[src/rtl/fetch_buffer.sv]
// fetch_buffer: instruction prefetch FIFO between the PC/IM fetch path and ID.
// Captures {pc, instr} pairs, holds the PC when full, drops all entries on flush.
// Optional FB_EXC_EN: tag each entry with a fetch-fault bit (misaligned or
// outside [IM_BASE, IM_LIMIT]) and replace faulting instructions with a nop.
//
// Handshake: the upstream side pushes when in_valid & pc_en (pc_en depends only
// on occupancy, never on in_valid or out_ready); the downstream side pops when
// out_valid & out_ready. flush suppresses both in the same cycle.
module fetch_buffer #(
  parameter int          DEPTH    = 4,
  parameter logic [31:0] IM_BASE  = 32'h00003000,
  parameter logic [31:0] IM_LIMIT = 32'h00006FFC
) (
  input  logic                     clk,
  input  logic                     reset,
  input  logic                     in_valid,
  input  logic [31:0]              in_pc,
  input  logic [31:0]              in_instr,
  output logic                     pc_en,
  input  logic                     flush,
  output logic                     out_valid,
  input  logic                     out_ready,
  output logic [31:0]              out_pc,
  output logic [31:0]              out_instr,
  output logic [31:0]              out_pc8,
  output logic [$clog2(DEPTH):0]   count,
  output logic                     out_exc
);

  localparam int PW = $clog2(DEPTH);
  localparam int CW = PW + 1;
  localparam logic [CW-1:0] FULL = CW'(DEPTH);

  // Elaboration guard: pointer wrap relies on a power-of-2 depth.
  if ((DEPTH < 2) || ((DEPTH & (DEPTH - 1)) != 0) || (IM_BASE > IM_LIMIT)) begin : g_bad_cfg
    $error("fetch_buffer: invalid DEPTH or IM_BASE/IM_LIMIT");
  end

  logic [PW-1:0] rd_ptr_q, rd_ptr_d;
  logic [PW-1:0] wr_ptr_q, wr_ptr_d;
  logic [CW-1:0] count_q, count_d;
  logic [31:0]   pc_mem_q    [DEPTH];
  logic [31:0]   pc_mem_d    [DEPTH];
  logic [31:0]   instr_mem_q [DEPTH];
  logic [31:0]   instr_mem_d [DEPTH];
  logic          push;
  logic          pop;
  logic [31:0]   wr_instr;
  logic          head_exc;

`ifdef FB_EXC_EN
  logic exc_mem_q [DEPTH];
  logic exc_mem_d [DEPTH];
  logic in_fault;

  assign in_fault = (in_pc[1:0] != 2'b00) | (in_pc < IM_BASE) | (in_pc > IM_LIMIT);
  assign wr_instr = in_fault ? 32'h0 : in_instr;
  assign head_exc = exc_mem_q[rd_ptr_q];
`else
  assign wr_instr = in_instr;
  assign head_exc = 1'b0;
`endif

  assign pc_en     = (count_q != FULL);
  assign out_valid = (count_q != '0);
  assign push      = in_valid & pc_en & ~flush;
  assign pop       = out_valid & out_ready & ~flush;
  assign count     = count_q;

  // Head entry presentation; zeros (nop) whenever the buffer is empty.
  always_comb begin
    out_pc    = '0;
    out_instr = '0;
    out_pc8   = '0;
    out_exc   = 1'b0;
    if (out_valid) begin
      out_pc    = pc_mem_q[rd_ptr_q];
      out_instr = instr_mem_q[rd_ptr_q];
      out_pc8   = pc_mem_q[rd_ptr_q] + 32'd8;
      out_exc   = head_exc;
    end
  end

  // Pointer and occupancy next-state; flush empties the buffer outright.
  always_comb begin
    rd_ptr_d = rd_ptr_q;
    wr_ptr_d = wr_ptr_q;
    count_d  = count_q;
    if (flush) begin
      rd_ptr_d = '0;
      wr_ptr_d = '0;
      count_d  = '0;
    end else begin
      if (push) wr_ptr_d = wr_ptr_q + PW'(1);
      if (pop)  rd_ptr_d = rd_ptr_q + PW'(1);
      if (push && !pop)      count_d = count_q + CW'(1);
      else if (pop && !push) count_d = count_q - CW'(1);
    end
  end

  // Entry write: store the fetched pair at the write pointer on a push.
  always_comb begin
    pc_mem_d    = pc_mem_q;
    instr_mem_d = instr_mem_q;
`ifdef FB_EXC_EN
    exc_mem_d   = exc_mem_q;
`endif
    if (push) begin
      pc_mem_d[wr_ptr_q]    = in_pc;
      instr_mem_d[wr_ptr_q] = wr_instr;
`ifdef FB_EXC_EN
      exc_mem_d[wr_ptr_q]   = in_fault;
`endif
    end
  end

  // Control state register; reset outranks flush.
  always_ff @(posedge clk) begin
    if (reset) begin
      rd_ptr_q <= '0;
      wr_ptr_q <= '0;
      count_q  <= '0;
    end else begin
      rd_ptr_q <= rd_ptr_d;
      wr_ptr_q <= wr_ptr_d;
      count_q  <= count_d;
    end
  end

  // Entry storage; contents are don't-care until written, so no reset.
  always_ff @(posedge clk) begin
    pc_mem_q    <= pc_mem_d;
    instr_mem_q <= instr_mem_d;
`ifdef FB_EXC_EN
    exc_mem_q   <= exc_mem_d;
`endif
  end

endmodule

[config.mk]
export PLATFORM = sky130hd
export DESIGN_NAME = fetch_buffer
export DESIGN_NICKNAME = d
export VERILOG_FILES = /design/src/rtl/fetch_buffer.sv
export SDC_FILE = /design/constraint.sdc
export NUM_CORES = 1
export LEC_CHECK = 0
export CAP_MARGIN = 0
export CORE_ASPECT_RATIO = 1.2
export CORE_UTILIZATION = 51
export CTS_CLUSTER_SIZE = 30
export DETAILED_ROUTE_END_ITERATION = 16
export GPL_ROUTABILITY_DRIVEN = 0
export GPL_TIMING_DRIVEN = 0
export PLACE_DENSITY = 0.84
export SETUP_SLACK_MARGIN = 0.1
export SYNTH_ARGS = -nofsm -noshare
export SYNTH_HDL_FRONTEND = slang
export SYNTH_SLANG_ARGS = --single-unit
[constraint.sdc]
create_clock -name clk -period 6 [get_ports clk]
set_input_delay 1.2 -clock clk [delete_from_list [all_inputs] [get_ports clk]]
set_output_delay 1.2 -clock clk [all_outputs]
set_load 0.02 [all_outputs]
==> results of run 1 <==
-- area by class of cell --
class / count / area (µm²)
sequential: 263 / 7830
fill: 1410 / 7290
multi-input combinational: 273 / 2810
timing repair buffer: 173 / 1770
clock buffer: 28 / 594
tap: 270 / 338
buffer: 33 / 173
clock inverter: 7 / 60.1
inverter: 10 / 37.5
antenna: 2 / 5.00
-- report_power, final --
| part | leakage [nW] | internal [mW] | switching (mW) |
|---|---|---|---|
| combinational | 1.57 | 0.192 | 0.216 |
| clock | 0.318 | 0.739 | 0.581 |
| sequential | 2.38 | 2.05 | 0.00935 |
-- registers in the layout, summed over array words and instances (netlist names) --
name / count
pc_mem_q: 128
count: 3
rd_ptr_q: 2
wr_ptr_q: 2
instr_mem_q: 128
-- cell usage after synthesis --
cell	number	area share [%]
edfxtp_1	256	71
and2_1	67	3.9
mux4_2	57	12
nor2_1	26	0.90
a21oi_1	14	0.65
clkbuf_1	14	0.49
nand2_1	12	0.42
nand3_1	12	0.55
xnor2_1	11	0.89
inv_1	10	0.35
o21ai_0	8	0.37
dfxtp_1	7	1.3
mux4_1	7	1.7
buf_2	6	0.28
ha_1	6	0.69
or3_1	6	0.35
or4_1	6	0.42
xor2_1	6	0.49
buf_1	5	0.17
buf_4	5	0.35
nor3_1	5	0.23
o31ai_1	5	0.35
nor4_1	4	0.23
buf_6	3	0.31
nand4_1	3	0.17
nor3b_1	3	0.21
and4_1	2	0.16
nand4_4	2	0.39
o21a_1	2	0.14
a21boi_0	1	0.069
conb_1	1	0.035
fa_1	1	0.18
mux2_2	1	0.10
mux2i_1	1	0.092
o31a_1	1	0.081
or2_2	1	0.058
or3_2	1	0.069
or4_4	1	0.10
-- kinds of logic after synthesis --
group                      after synthesis
DFF                                    263
and+or+nand+nor                        151
muxes                                   66
buffers and inverters                   43
AOI/OAI and AO/OA                       31
xor gates and xnor gates                17
adders and majority gates                7
other                                    1
-- how the worst max path moves through the flow --
stage           startpoint              end  cells past startpoint
5_1_grt        rd_ptr_q[1]       out_pc8[1]                      8
6_report       rd_ptr_q[1]       out_pc8[2]                      8
2_1_floorplan  rd_ptr_q[0]      out_pc8[29]                      8
3_3_place_gp      in_valid  instr_mem_q[74]                      4
4_1_cts        rd_ptr_q[1]       out_pc8[2]                      8
3_5_place_dp   rd_ptr_q[1]       out_pc8[2]                      8
-- worst register-to-register path, stage by stage, from the launching register on --
cell	delay, ns
dfxtp_1	0.37
buf_2	0.29
buf_1	0.52
buf_1	0.57
clkbuf_1	0.55
xor2_1	0.22
nor2_1	0.06
-- layer usage --
layer / vias up / global-route usage (%)
li1: 2689 / -
met1: 2974 / 25.3
met2: 240 / 37.5
met3: 36 / 4.62
met4: 0 / 5.41
met5: - / 0
-- stage by stage --
| step | area (µm²) | hold slack (ns) | utilization, % | setup slack, ns |
|---|---|---|---|---|
| after global routing | 13600 | 0.552 | 65.1 | 0.568 |
| after global placement | 12900 | 0.485 | 61.5 | 0.914 |
| after floorplan | 10800 | 0.469 | - | 2.22 |
| after CTS | 13600 | 0.506 | 65.1 | 0.631 |
| final | 13600 | 0.508 | 65.1 | 0.724 |
| after detailed placement | 13000 | 0.498 | 62.0 | 1.17 |
==> metrics, run 1 <==
met3 WL=1620 µm; CP max stage delay=0.57 ns; Cells after Synth=579; reg2reg start=rd_ptr_q[1]; First DRT Iteration DRCs=388; I/O pin count=171; CTS tree=done; WL final=22,300 µm; Top Metal Used=met4; Die Width=135 µm; Max FO, Critical Path=10; Starting Density=51.8%; met1 WL=8500 µm; total power=3.79 mW; Slew @ Worst Pin=0.757 ns; # port buffers=169; full die area=21,800 µm²; PD cells=278 nW/µm²; VDD IR-drop max=0.265 mV; Adder-Cell Fraction of Synth Area=0.878%; Critical path buffers and inverters=6; crit path DAT=4.08 ns; crit share post-route=87.9%; synthesized flop and latch total=263; skew final=0.00849 ns; unrepaired setup endpoints after global routing=no; Max Freq=190 MHz; combinational family with the most area after synthesis=multiplexers; TNS Setup=0 ns; drt via density=5.61; H-Tree Depth=1; Mapped Nets=655; Synth Area in Simple Gates=8.13%; multiplexer area fraction after synthesis=13.7%; Netlist Area Pre-Place=10,800 µm²; Overflow after GRT=0; Final HPWL DP=15,200 µm; synthesis warning total=0; compound-gate portion of the synthesized area=1.65%; via count=5,939; Critical Path, Cell by Cell=buf_2, buf_1, buf_1, clkbuf_1, mux4_2, and2_1, buf_4, clkdlybuf4s50_1; syn_area_per_cell=18.7 µm²; cts bufs inserted=23; first-pass GRT wire length=34,300 µm; CTS Hold Bufs=0; status=complete, no violations; unique cell type count in the Yosys netlist=38; XOR/XNOR Fraction of Synth Area=1.37%; most frequent CP cell=buf_1; placed insts=1,022; Routed WL per cell=21.1 µm; vias in the first global route=6,295; end of the worst register-to-register path=rd_ptr_q[1]; Syn-to-layout area delta=25.7%; R2R Setup Slk=3.31 ns; share of cells above drive strength 1=14.4%; total clock sinks=263; post-cts resize count=0; most common cell after layout, fill and taps aside=edfxtp_1; final hold vios=0; critical path class=flip-flop to output pin; most frequent cells in the layout=edfxtp_1 (256), clkdlybuf4s50_1 (169), and2_1 (63); Die Ht=162 µm; slowest CP cell=buf_1; post-route ant nets=0; # Max-Cap Violations=0; core footprint=20,900 µm²; largest net degree at the start of global routing=34; Slew Viols, Final=0; CTS Buffer Depth=3; sequential area share after synthesis=72.2%; Hold Crit Endpoint=wr_ptr_q[1]; postcts setup bufs=0; Slew Limit Headroom=49.5%; Register-to-Register Path Depth=6; crit start category=flip-flop; Total GRT Usage=20.8%; routed wl met2=11,800 µm; post-route insts no fill=1,059; Setup violations, final=0; clock-pin slew on the worst setup and hold paths=0.06 ns; Detailed Routing Iterations Pass 1=5; row cnt=58; minimum clock period=5.28 ns; delay-heaviest family, CP=buffers and inverters; Clock Tree Root=clkbuf_16; nets=853; initial antenna violation count=2; HP Start=wr_ptr_q[1]; clk_lat worst skew=0.49 ns; Residual DRC=0; WP data required=4.80 ns; static leakage=4.27 nW; worst hold path depth=2; CP Capture Type=output pin; HP Class=flip-flop to flip-flop
No activity file was read; power rests on OpenSTA's default activity.
==> inputs of run 2 (changes only) <==
--- a/config.mk
+++ b/config.mk
@@ -8,12 +8,13 @@
 export CAP_MARGIN = 0
 export CORE_ASPECT_RATIO = 1.2
 export CORE_UTILIZATION = 51
-export CTS_CLUSTER_SIZE = 30
+export CTS_CLUSTER_SIZE = 28
 export DETAILED_ROUTE_END_ITERATION = 16
 export GPL_ROUTABILITY_DRIVEN = 0
 export GPL_TIMING_DRIVEN = 0
 export PLACE_DENSITY = 0.84
 export SETUP_SLACK_MARGIN = 0.1
+export SKIP_LAST_GASP = 1
 export SYNTH_ARGS = -nofsm -noshare
 export SYNTH_HDL_FRONTEND = slang
 export SYNTH_SLANG_ARGS = --single-unit
==> results of run 2 <==
The final DEF is identical to that of run 1; final timing and power are the same.
